### src/rtl/pipe_ctrl.sv
// Pipeline controller: merges stage stall requests, flushes and redirects on branches and traps.
// Optional stall watchdog is built when PIPE_CTRL_WDOG_EN is defined.
module pipe_ctrl #(
  parameter int STALL_W  = 6,
  parameter int ADDR_W   = 32,
  parameter int WDOG_MAX = 1024
) (
  input  logic               clk,
  input  logic               rst_n,
  input  logic               if_stall_req,
  input  logic               id_stall_req,
  input  logic               ex_stall_req,
  input  logic               ls_stall_req,
  input  logic               ls_busy,
  input  logic               br_taken_i,
  input  logic [ADDR_W-1:0]  br_target_i,
  input  logic               trap_req_i,
  input  logic [ADDR_W-1:0]  trap_vec_i,
  output logic [STALL_W-1:0] stall_o,
  output logic [STALL_W-1:0] flush_o,
  output logic               redirect_o,
  output logic [ADDR_W-1:0]  redirect_pc_o,
  output logic               trap_ack_o,
  output logic               wdog_timeout_o
);

  localparam logic [STALL_W-1:0] MASK_IF    = STALL_W'(6'b000011);
  localparam logic [STALL_W-1:0] MASK_ID    = STALL_W'(6'b000111);
  localparam logic [STALL_W-1:0] MASK_EX    = STALL_W'(6'b001111);
  localparam logic [STALL_W-1:0] MASK_LS    = STALL_W'(6'b011111);
  localparam logic [STALL_W-1:0] FLUSH_BR   = STALL_W'(6'b000110);
  localparam logic [STALL_W-1:0] FLUSH_TRAP = STALL_W'(6'b011110);

  typedef enum logic [1:0] {IDLE, DRAIN, FLUSH} state_t;

  state_t            state;
  logic [ADDR_W-1:0] vec_q;

  logic [STALL_W-1:0] stall_raw;
  logic [STALL_W-1:0] stall_v;
  logic [STALL_W-1:0] flush_v;
  logic               redirect_v;
  logic [ADDR_W-1:0]  redirect_pc_v;
  logic               ack_v;

  // Trap sequencing: wait out any LSU bus transaction before the flush cycle.
  always_ff @(posedge clk or negedge rst_n) begin
    if (!rst_n) begin
      state <= IDLE;
      vec_q <= '0;
    end else begin
      case (state)
        IDLE: begin
          if (trap_req_i) begin
            vec_q <= trap_vec_i;
            state <= ls_busy ? DRAIN : FLUSH;
          end
        end
        DRAIN: begin
          if (!ls_busy) state <= FLUSH;
        end
        FLUSH:   state <= IDLE;
        default: state <= IDLE;
      endcase
    end
  end

  always_comb begin
    stall_raw = '0;
    if (if_stall_req) stall_raw = stall_raw | MASK_IF;
    if (id_stall_req) stall_raw = stall_raw | MASK_ID;
    if (ex_stall_req) stall_raw = stall_raw | MASK_EX;
    if (ls_stall_req) stall_raw = stall_raw | MASK_LS;

    stall_v       = stall_raw;
    flush_v       = '0;
    redirect_v    = 1'b0;
    redirect_pc_v = '0;
    ack_v         = 1'b0;
    case (state)
      IDLE: begin
        if (!trap_req_i && br_taken_i) begin
          flush_v       = FLUSH_BR;
          redirect_v    = 1'b1;
          redirect_pc_v = br_target_i;
        end
      end
      DRAIN: stall_v = stall_raw | MASK_EX;
      FLUSH: begin
        stall_v       = '0;
        flush_v       = FLUSH_TRAP;
        redirect_v    = 1'b1;
        redirect_pc_v = vec_q;
        ack_v         = 1'b1;
      end
      default: ;
    endcase
  end

  // Combinational outputs are gated by reset as well, so they read zero during reset.
  assign stall_o       = rst_n ? (stall_v & ~flush_v) : '0;
  assign flush_o       = rst_n ? flush_v : '0;
  assign redirect_o    = rst_n & redirect_v;
  assign redirect_pc_o = rst_n ? redirect_pc_v : '0;
  assign trap_ack_o    = rst_n & ack_v;

`ifdef PIPE_CTRL_WDOG_EN
  localparam int CNT_W = $clog2(WDOG_MAX + 1);
  localparam logic [CNT_W-1:0] WDOG_LIM = CNT_W'(WDOG_MAX);

  logic [CNT_W-1:0] wdog_cnt;
  logic [CNT_W-1:0] wdog_cnt_next;
  logic             wdog_flag;

  always_comb begin
    wdog_cnt_next = '0;
    if (stall_o[0] && !redirect_o)
      wdog_cnt_next = (wdog_cnt == WDOG_LIM) ? wdog_cnt : wdog_cnt + CNT_W'(1);
  end

  // Flag sets on the same edge the counter reaches the limit and is sticky.
  always_ff @(posedge clk or negedge rst_n) begin
    if (!rst_n) begin
      wdog_cnt  <= '0;
      wdog_flag <= 1'b0;
    end else begin
      wdog_cnt <= wdog_cnt_next;
      if (wdog_cnt_next == WDOG_LIM) wdog_flag <= 1'b1;
    end
  end

  assign wdog_timeout_o = rst_n & wdog_flag;
`else
  logic unused_wdog;
  assign unused_wdog    = ^WDOG_MAX;
  assign wdog_timeout_o = 1'b0;
`endif

endmodule

### config.mk
export PLATFORM = sky130hd
export DESIGN_NAME = pipe_ctrl
export DESIGN_NICKNAME = d
export VERILOG_FILES = /design/src/rtl/pipe_ctrl.sv
export SDC_FILE = /design/constraint.sdc
export NUM_CORES = 1
export LEC_CHECK = 0
export CORE_MARGIN = 5
export CORE_UTILIZATION = 34
export CTS_BUF_LIST = sky130_fd_sc_hd__clkbuf_2
export DETAILED_ROUTE_END_ITERATION = 8
export GPL_TIMING_DRIVEN = 0
export PLACE_DENSITY = 0.86
export SYNTH_ARGS = -nofsm -noshare
export SYNTH_HDL_FRONTEND = slang
export SYNTH_SLANG_ARGS = --single-unit
### constraint.sdc
create_clock -name clk -period 1.98 [get_ports clk]
set_clock_uncertainty 0.2 [all_clocks]
set_input_delay 0.396 -clock clk [delete_from_list [all_inputs] [get_ports clk]]
set_output_delay 0.396 -clock clk [all_outputs]
set_load 0.02 [all_outputs]
==> impl_metrics.sql, run 1 <==
INSERT INTO impl_metrics (metric_group, metric, value, unit) VALUES
('placement', 'place_worst_setup_slack', '-1.10', 'ns'),
('global_route', 'grt_util_all_layers', '17.8', '%'),
('setup_path', 'critPathArrivalTime', '1.92', 'ns'),
('power', 'power.ir.vdd_worst', '0.000842', 'V'),
('synth', 'synthCells', '185', ''),
('global_route', 'antenna_found_initial', '0', ''),
('placement', 'port_buffers', '115', ''),
('setup_path', 'required', '1.38', 'ns'),
('timing', 'finalCritPeriodShare', '127', '%'),
('synth', 'yosysWarnings', '0', ''),
('finish', 'regArea', '851', 'µm²'),
('power', 'power_density', '1210', 'nW/µm²'),
('detailed_routing', 'highest-signal-layer', 'met4', ''),
('timing', 'period_needed', '2.51', 'ns'),
('timing', 'rsz0062_at_grt', 'true', ''),
('synth', 'synthesis.area', '1940', 'µm²'),
('finish', 'finish.utilization', '70.4', '%'),
('timing', 'whs', '0.342', 'ns'),
('detailed_routing', 'detailroute.wirelength.met2', '3.48', 'mm'),
('floorplanning', 'overall_die_height', '85.5', 'µm'),
('finish', 'area_delta_synth_final', '101', '%'),
('synth', 'ys_seq_area_share', '43.9', '%'),
('floorplanning', 'rows', '27', ''),
('clock_network', 'cts.sink_count', '34', ''),
('timing', 'postLayoutSetupSlackWorst', '-0.534', 'ns'),
('clock_network', 'tritoncts_clock_tree', 'built', ''),
('setup_path', 'maximum_fanout_along_the_worst_path', '7', ''),
('synth', 'yosys_register_bits', '34', ''),
('run_status', 'violations_in_the_final_reports', 'negative setup slack', ''),
('timing', 'max_freq', '0.398', 'GHz'),
('detailed_routing', 'remaining_drc_errors', '0', ''),
('detailed_routing', 'first_iter_violations', '32', ''),
('power', 'total_leakage_power', '1.60', 'nW'),
('floorplanning', 'initial_core_util', '35.0', '%'),
('clock_network', 'cts-root-to-sink-buffers', '2', ''),
('detailed_routing', 'firstDrtPassIters', '4', ''),
('timing', 'setup_viol', '43', ''),
('clock_network', 'ctsRootBufferMaster', 'clkbuf_2', ''),
('timing', 'finalMaxSlewViolations', '0', ''),
('finish', 'total_area_of_multi_input_combinational_cells', '1260', 'µm²'),
('job', 'maxCapViolations', '0', ''),
('global_route', 'grt_first_pass_wirelength', '10.4', 'mm'),
('detailed_routing', 'met3_length', '559', 'µm'),
('clock_network', 'clk_pin_slew_worst_paths', '0.19', 'ns'),
('finish', 'fill_cells', '434', ''),
('floorplanning', 'die_w', '85.5', 'µm'),
('finish', 'drive_gt1_share', '57.8', '%'),
('placement', 'place_congestion', '0.767', ''),
('placement', 'placed_area', '3330', 'µm²'),
('detailed_routing', 'vias_per_cell', '4.96', ''),
('global_route', 'grt.overflow.total', '0', ''),
('floorplanning', 'floorplan.core_area', '5540', 'µm²'),
('detailed_routing', 'm1WireLength', '2.64', 'mm'),
('min_path', 'path_class_of_the_lowest_slack_min_delay_path', 'reg -> reg', ''),
('global_route', 'grt_pass1_vias', '2151', ''),
('setup_path', 'cp-end-kind', 'output port', ''),
('run_status', 'run_status', 'complete, but fails checks', ''),
('finish', 'final_cell_area', '3900', 'µm²'),
('synth', 'netlist_top_cells_area', 'dfrtp_1, mux2_2, a22oi_1', ''),
('detailed_routing', 'postRouteAntennaNets', '0', ''),
('setup_path', 'minimum_setup_slack_among_reg_to_reg_paths', '0.16', 'ns'),
('clock_network', 'numCtsBuffers', '5', ''),
('placement', 'hpwl_after_dpl', '4.56', 'mm'),
('synth', 'postSynthAreaPerCell', '10.5', 'µm²'),
('detailed_routing', 'route.vias.total', '2015', ''),
('setup_path', 'critical_setup_path_kind', 'reg -> out', ''),
('global_route', 'grt_max_degree', '35', ''),
('clock_network', 'latest_clock_arrival_within_the_worst_skew_pair', '0.37', 'ns'),
('finish', 'num_antenna_cells', '0', ''),
('detailed_routing', 'detail_route.wl_per_cell', '16.6', 'µm'),
('synth', 'number_of_library_cell_types_mapped_by_synthesis', '26', ''),
('timing', 'hold_viol_final', '0', ''),
('finish', 'layout_commonest_cell', 'clkdlybuf4s50_1', ''),
('finish', 'mostFrequentLayoutCells', 'clkdlybuf4s50_1, buf_6, buf_4', ''),
('setup_path', 'crit_path_start_kind', 'flop', ''),
('detailed_routing', 'final_wl', '6.76', 'mm'),
('synth', 'synthDominantAreaCellType', 'dfrtp_1', ''),
('finish', 'design.final.nets', '411', ''),
('floorplanning', 'io_pins', '120', ''),
('synth', 'yosys.area.top_type_share', '43.9', '%'),
('clock_network', 'htree_levels', '2', ''),
('floorplanning', 'die_area', '7310', 'µm²');
stage by stage:
step / setup TNS, ns / cells / power (W)
6_report: -19.46 / 406 / 0.00474
5_1_grt: -24.18 / 406 / 0.00502
4_1_cts: -20.50 / 402 / 0.00453
3_5_place_dp: -44.83 / 375 / 0.00363
3_3_place_gp: -112.38 / 375 / 0.00357
2_1_floorplan: -0.290 / 188 / 0.00277
where the power goes:
part	internal [W]	total, W	switching (W)
registers	0.00104	0.00128	0.000239
logic	0.00173	0.00313	0.00140
clock network	0.0000871	0.000322	0.000235
total	0.00286	0.00474	0.00188
routing by layer:
metal	vias to the layer above	global-route usage, %
li1	949	-
met1	972	19.8
met2	85	32.3
met3	9	6.05
met4	0	4.32
met5	-	0
cell usage after synthesis (all sizes together):
master,number
a22oi,32
ha,5
dfrtp,34
nand2,2
nor3,4
nand3b,1
and2,2
conb,1
and3b,1
o22a,1
o21ai,3
a32o,1
nor2b,1
a21oi,2
a21o,1
nor3b,1
mux2,32
buf,20
nor4,1
inv,4
clkbuf,1
nor2,35
registers in the layout, summed over array words and instances (netlist names):
| register | count |
|---|---|
| vec_q | 32 |
| state | 2 |
layout make-up:
cell class	count	area share, %
multi-input cells	129	32.4
clock buffers	6	0.770
plain buffers	21	6.51
clock inverters	2	0.225
well taps	72	2.31
inverters	4	0.513
repair buffers	138	35.4
flip-flops and latches	34	21.8
worst paths after layout:
check / from / end / cells past startpoint
setup / recovery: state[0]$_DFFE_PN0P_ / flush_o[2] / 9
hold / removal: vec_q[3]$_DFFE_PN0P_ / vec_q[3]$_DFFE_PN0P_ / 1
setup reg to reg: state[1]$_DFFE_PN0P_ / vec_q[14]$_DFFE_PN0P_ / 6
hold reg to reg: vec_q[3]$_DFFE_PN0P_ / vec_q[3]$_DFFE_PN0P_ / 1
max in group asynchronous: rst_n / vec_q[16]$_DFFE_PN0P_ / 3
min in group asynchronous: rst_n / vec_q[5]$_DFFE_PN0P_ / 3
logic make-up after synthesis:
family                     count (synthesis)  share of synthesized area, %
muxes                                     32                          18.6
and+or+nand+nor                           48                          10.7
DFF                                       34                          43.9
adders and majority gates                  5                          3.23
AOI/OAI and AO/OA                         40                          15.0
buffers and inverters                     25                          8.39
other                                      1                         0.193
what timing repair did:
action	CTS	global route
hold buffers	2	0
pin swaps	19	9
resized for setup	279	34
setup endpoints to repair	43	43
buffers inserted	15	3
endpoints found under the hold margin	34	0
cloned	2	1
worst max-delay path, cell delays in order (launching register included):
cell and delay (ns):
dfrtp_1 0.45, inv_4 0.11, ha_4 0.12, and3b_1 0.16, buf_6 0.17, buf_12 0.13
nor2_4 0.04, nor2_4 0.15, buf_6 0.11, buf_6 0.10
(Power assumes the default switching activity.)
==> run 2: changes to the inputs <==
PLACE_DENSITY = 0.87   (was 0.86)
==> run 2 against run 1 <==
Net effect:
- the run still ends with negative setup slack left
- via count increased by 1.7%
- critical endpoint is now redirect_pc_o[10]
- count of clock-buffer cells in the layout did not move
- flip-flop and latch count unchanged
- cell area is essentially flat
- combinational power increased by 2%
- critical path depth down 1
==> impl_metrics.sql, run 2 (synthesis results as in run 1) <==
INSERT INTO impl_metrics (metric_group, metric, value, unit) VALUES
('finish', 'final_cell_area', '3900', 'µm²'),
('setup_path', 'cp-end-kind', 'output port', ''),
('global_route', 'grt_max_degree', '35', ''),
('clock_network', 'clk_pin_slew_worst_paths', '0.18', 'ns'),
('timing', 'postLayoutSetupSlackWorst', '-0.572', 'ns'),
('min_path', 'hold_end', 'vec_q[29]$_DFFE_PN0P_', ''),
('min_path', 'path_class_of_the_lowest_slack_min_delay_path', 'reg -> reg', ''),
('detailed_routing', 'firstDrtPassIters', '4', ''),
('finish', 'layout_commonest_cell', 'clkdlybuf4s50_1', ''),
('timing', 'setup_viol', '43', ''),
('detailed_routing', 'remaining_drc_errors', '0', ''),
('power', 'power_density', '1230', 'nW/µm²'),
('run_status', 'violations_in_the_final_reports', 'negative setup slack', ''),
('finish', 'max_flop_register', 'vec_q', ''),
('floorplanning', 'die_area', '7310', 'µm²'),
('setup_path', 'critical_setup_path_kind', 'reg -> out', ''),
('clock_network', 'numCtsBuffers', '5', ''),
('finish', 'largest_register_ffs', '32', ''),
('finish', 'design.final.nets', '420', ''),
('placement', 'port_buffers', '115', ''),
('setup_path', 'critical_path.reg2reg.endpoint', 'vec_q[9]$_DFFE_PN0P_', ''),
('setup_path', 'crit-reg2reg-launch', 'state[0]$_DFFE_PN0P_', ''),
('floorplanning', 'rows', '27', ''),
('run_status', 'run_status', 'complete, but fails checks', ''),
('global_route', 'grt.overflow.total', '0', ''),
('detailed_routing', 'final_wl', '6.89', 'mm'),
('floorplanning', 'io_pins', '120', ''),
('placement', 'place_congestion', '0.772', ''),
('setup_path', 'minimum_setup_slack_among_reg_to_reg_paths', '0.20', 'ns'),
('clock_network', 'latest_clock_arrival_within_the_worst_skew_pair', '0.35', 'ns'),
('min_path', 'hold_path.startpoint', 'vec_q[29]$_DFFE_PN0P_', ''),
('global_route', 'grt_pass1_vias', '2169', ''),
('detailed_routing', 'vias_per_cell', '4.94', ''),
('placement', 'hpwl_after_dpl', '4.59', 'mm'),
('placement', 'placed_area', '3330', 'µm²'),
('detailed_routing', 'detail_route.wl_per_cell', '16.6', 'µm'),
('global_route', 'grt_first_pass_wirelength', '10.4', 'mm'),
('setup_path', 'timing.reg2reg.worst_path_depth', '5', ''),
('clock_network', 'ctsRootBufferMaster', 'clkbuf_2', ''),
('timing', 'finalCritPeriodShare', '129', '%'),
('setup_path', 'maximum_fanout_along_the_worst_path', '8', ''),
('timing', 'hold_viol_final', '0', ''),
('global_route', 'antenna_found_initial', '0', ''),
('finish', 'finish.utilization', '70.3', '%'),
('clock_network', 'htree_levels', '2', ''),
('job', 'maxCapViolations', '0', ''),
('floorplanning', 'die_w', '85.5', 'µm'),
('detailed_routing', 'postRouteAntennaNets', '0', ''),
('finish', 'mostFrequentLayoutCells', 'clkdlybuf4s50_1, buf_4, dfrtp_1', ''),
('detailed_routing', 'first_iter_violations', '37', ''),
('power', 'total_leakage_power', '1.63', 'nW'),
('setup_path', 'crit_path_start_kind', 'flop', ''),
('finish', 'drive_gt1_share', '58.3', '%'),
('floorplanning', 'initial_core_util', '35.0', '%'),
('clock_network', 'cts.sink_count', '34', ''),
('timing', 'whs', '0.335', 'ns'),
('setup_path', 'critPathArrivalTime', '1.96', 'ns'),
('power', 'power.ir.vdd_worst', '0.000801', 'V'),
('setup_path', 'required', '1.38', 'ns'),
('detailed_routing', 'route.vias.total', '2050', ''),
('floorplanning', 'overall_die_height', '85.5', 'µm'),
('timing', 'rsz0062_at_grt', 'true', ''),
('timing', 'period_needed', '2.55', 'ns'),
('floorplanning', 'floorplan.core_area', '5540', 'µm²'),
('finish', 'area_delta_synth_final', '101', '%'),
('min_path', 'whs_path_depth', '1', ''),
('finish', 'num_antenna_cells', '0', ''),
('timing', 'finalMaxSlewViolations', '0', ''),
('clock_network', 'tritoncts_clock_tree', 'built', ''),
('global_route', 'grt_util_all_layers', '18.0', '%'),
('finish', 'reg_top3', 'vec_q x32, state x2', ''),
('clock_network', 'cts-root-to-sink-buffers', '2', ''),
('timing', 'max_freq', '0.392', 'GHz');
-- run 2: changes by cell type in the layout (fill, tap and decap cells not counted), moves of 2 or more --
cell | before | now
a22oi_2 | 26 | 24
ha_4 | 3 | 5
buf_4 | 35 | 46
buf_12 | 5 | 3
buf_6 | 40 | 28
buf_8 | 2 | 4
buf_2 | 2 | 13
a22oi_1 | 6 | 8
-- run 2: repair_timing --
action | in CTS | in global routing
hold endpoints to repair | 34 | 0
gates resized for setup | 207 | 85
hold buffers | 2 | 0
buffers inserted | 18 | 9
setup endpoints to repair | 43 | 43
pin swaps | 6 | 18
gates cloned | 3 | 1
-- run 2: layout make-up --
class                           instances  area, µm²
Tap cell                               72       90.1
Fill cell                             428       1640
Inverter                                4       17.5
Multi-Input combinational cell        129       1280
Clock inverter                          2       8.76
Buffer                                 21        241
Sequential cell                        34        851
Timing Repair Buffer                  147       1380
Clock buffer                            6       30.0
-- run 2: per-layer routing --
metal	vias up	track usage, %	wire length, µm
met5	-	0	0
met4	0	4.89	93
met3	8	6.24	617
met2	84	32.1	3520
met1	995	20.3	2660
li1	963	-	-
-- run 2: per-stage QoR --
| step | total power, W | worst slack, ns | cells | TNS [ns] |
|---|---|---|---|---|
| after floorplan | 0.00277 | -0.0282 | 188 | -0.290 |
| after global placement | 0.00356 | -2.16 | 375 | -108.38 |
| after detailed placement | 0.00364 | -1.05 | 375 | -42.66 |
| after CTS | 0.00437 | -0.654 | 406 | -21.93 |
| after global routing | 0.00507 | -0.673 | 415 | -25.00 |
| final | 0.00478 | -0.572 | 415 | -20.71 |
-- run 2: critical path, stage by stage, from the launching register on --
cell and delay (ns):
dfrtp_1 0.44, buf_6 0.13, ha_4 0.15, buf_8 0.13
o21ai_4 0.24, buf_4 0.20, buf_4 0.12, nor2_2 0.03
buf_2 0.16
-- run 2: where the power goes --
part | leakage [nW] | switching (W) | internal, W
Sequential | 0.400 | 0.000239 | 0.00104
Clock | 0.0304 | 0.000235 | 0.0000871
Combinational | 1.20 | 0.00144 | 0.00174
-- run 2: worst max-delay path by stage --
stage | startpoint | end | cells past startpoint
after floorplan | state[0]$_DFFE_PN0P_ | redirect_pc_o[11] | 6
after global placement | rst_n | redirect_pc_o[14] | 5
after detailed placement | rst_n | redirect_pc_o[15] | 5
after CTS | state[1]$_DFFE_PN0P_ | redirect_pc_o[11] | 8
after global routing | state[1]$_DFFE_PN0P_ | redirect_o | 9
final | state[1]$_DFFE_PN0P_ | redirect_pc_o[10] | 8
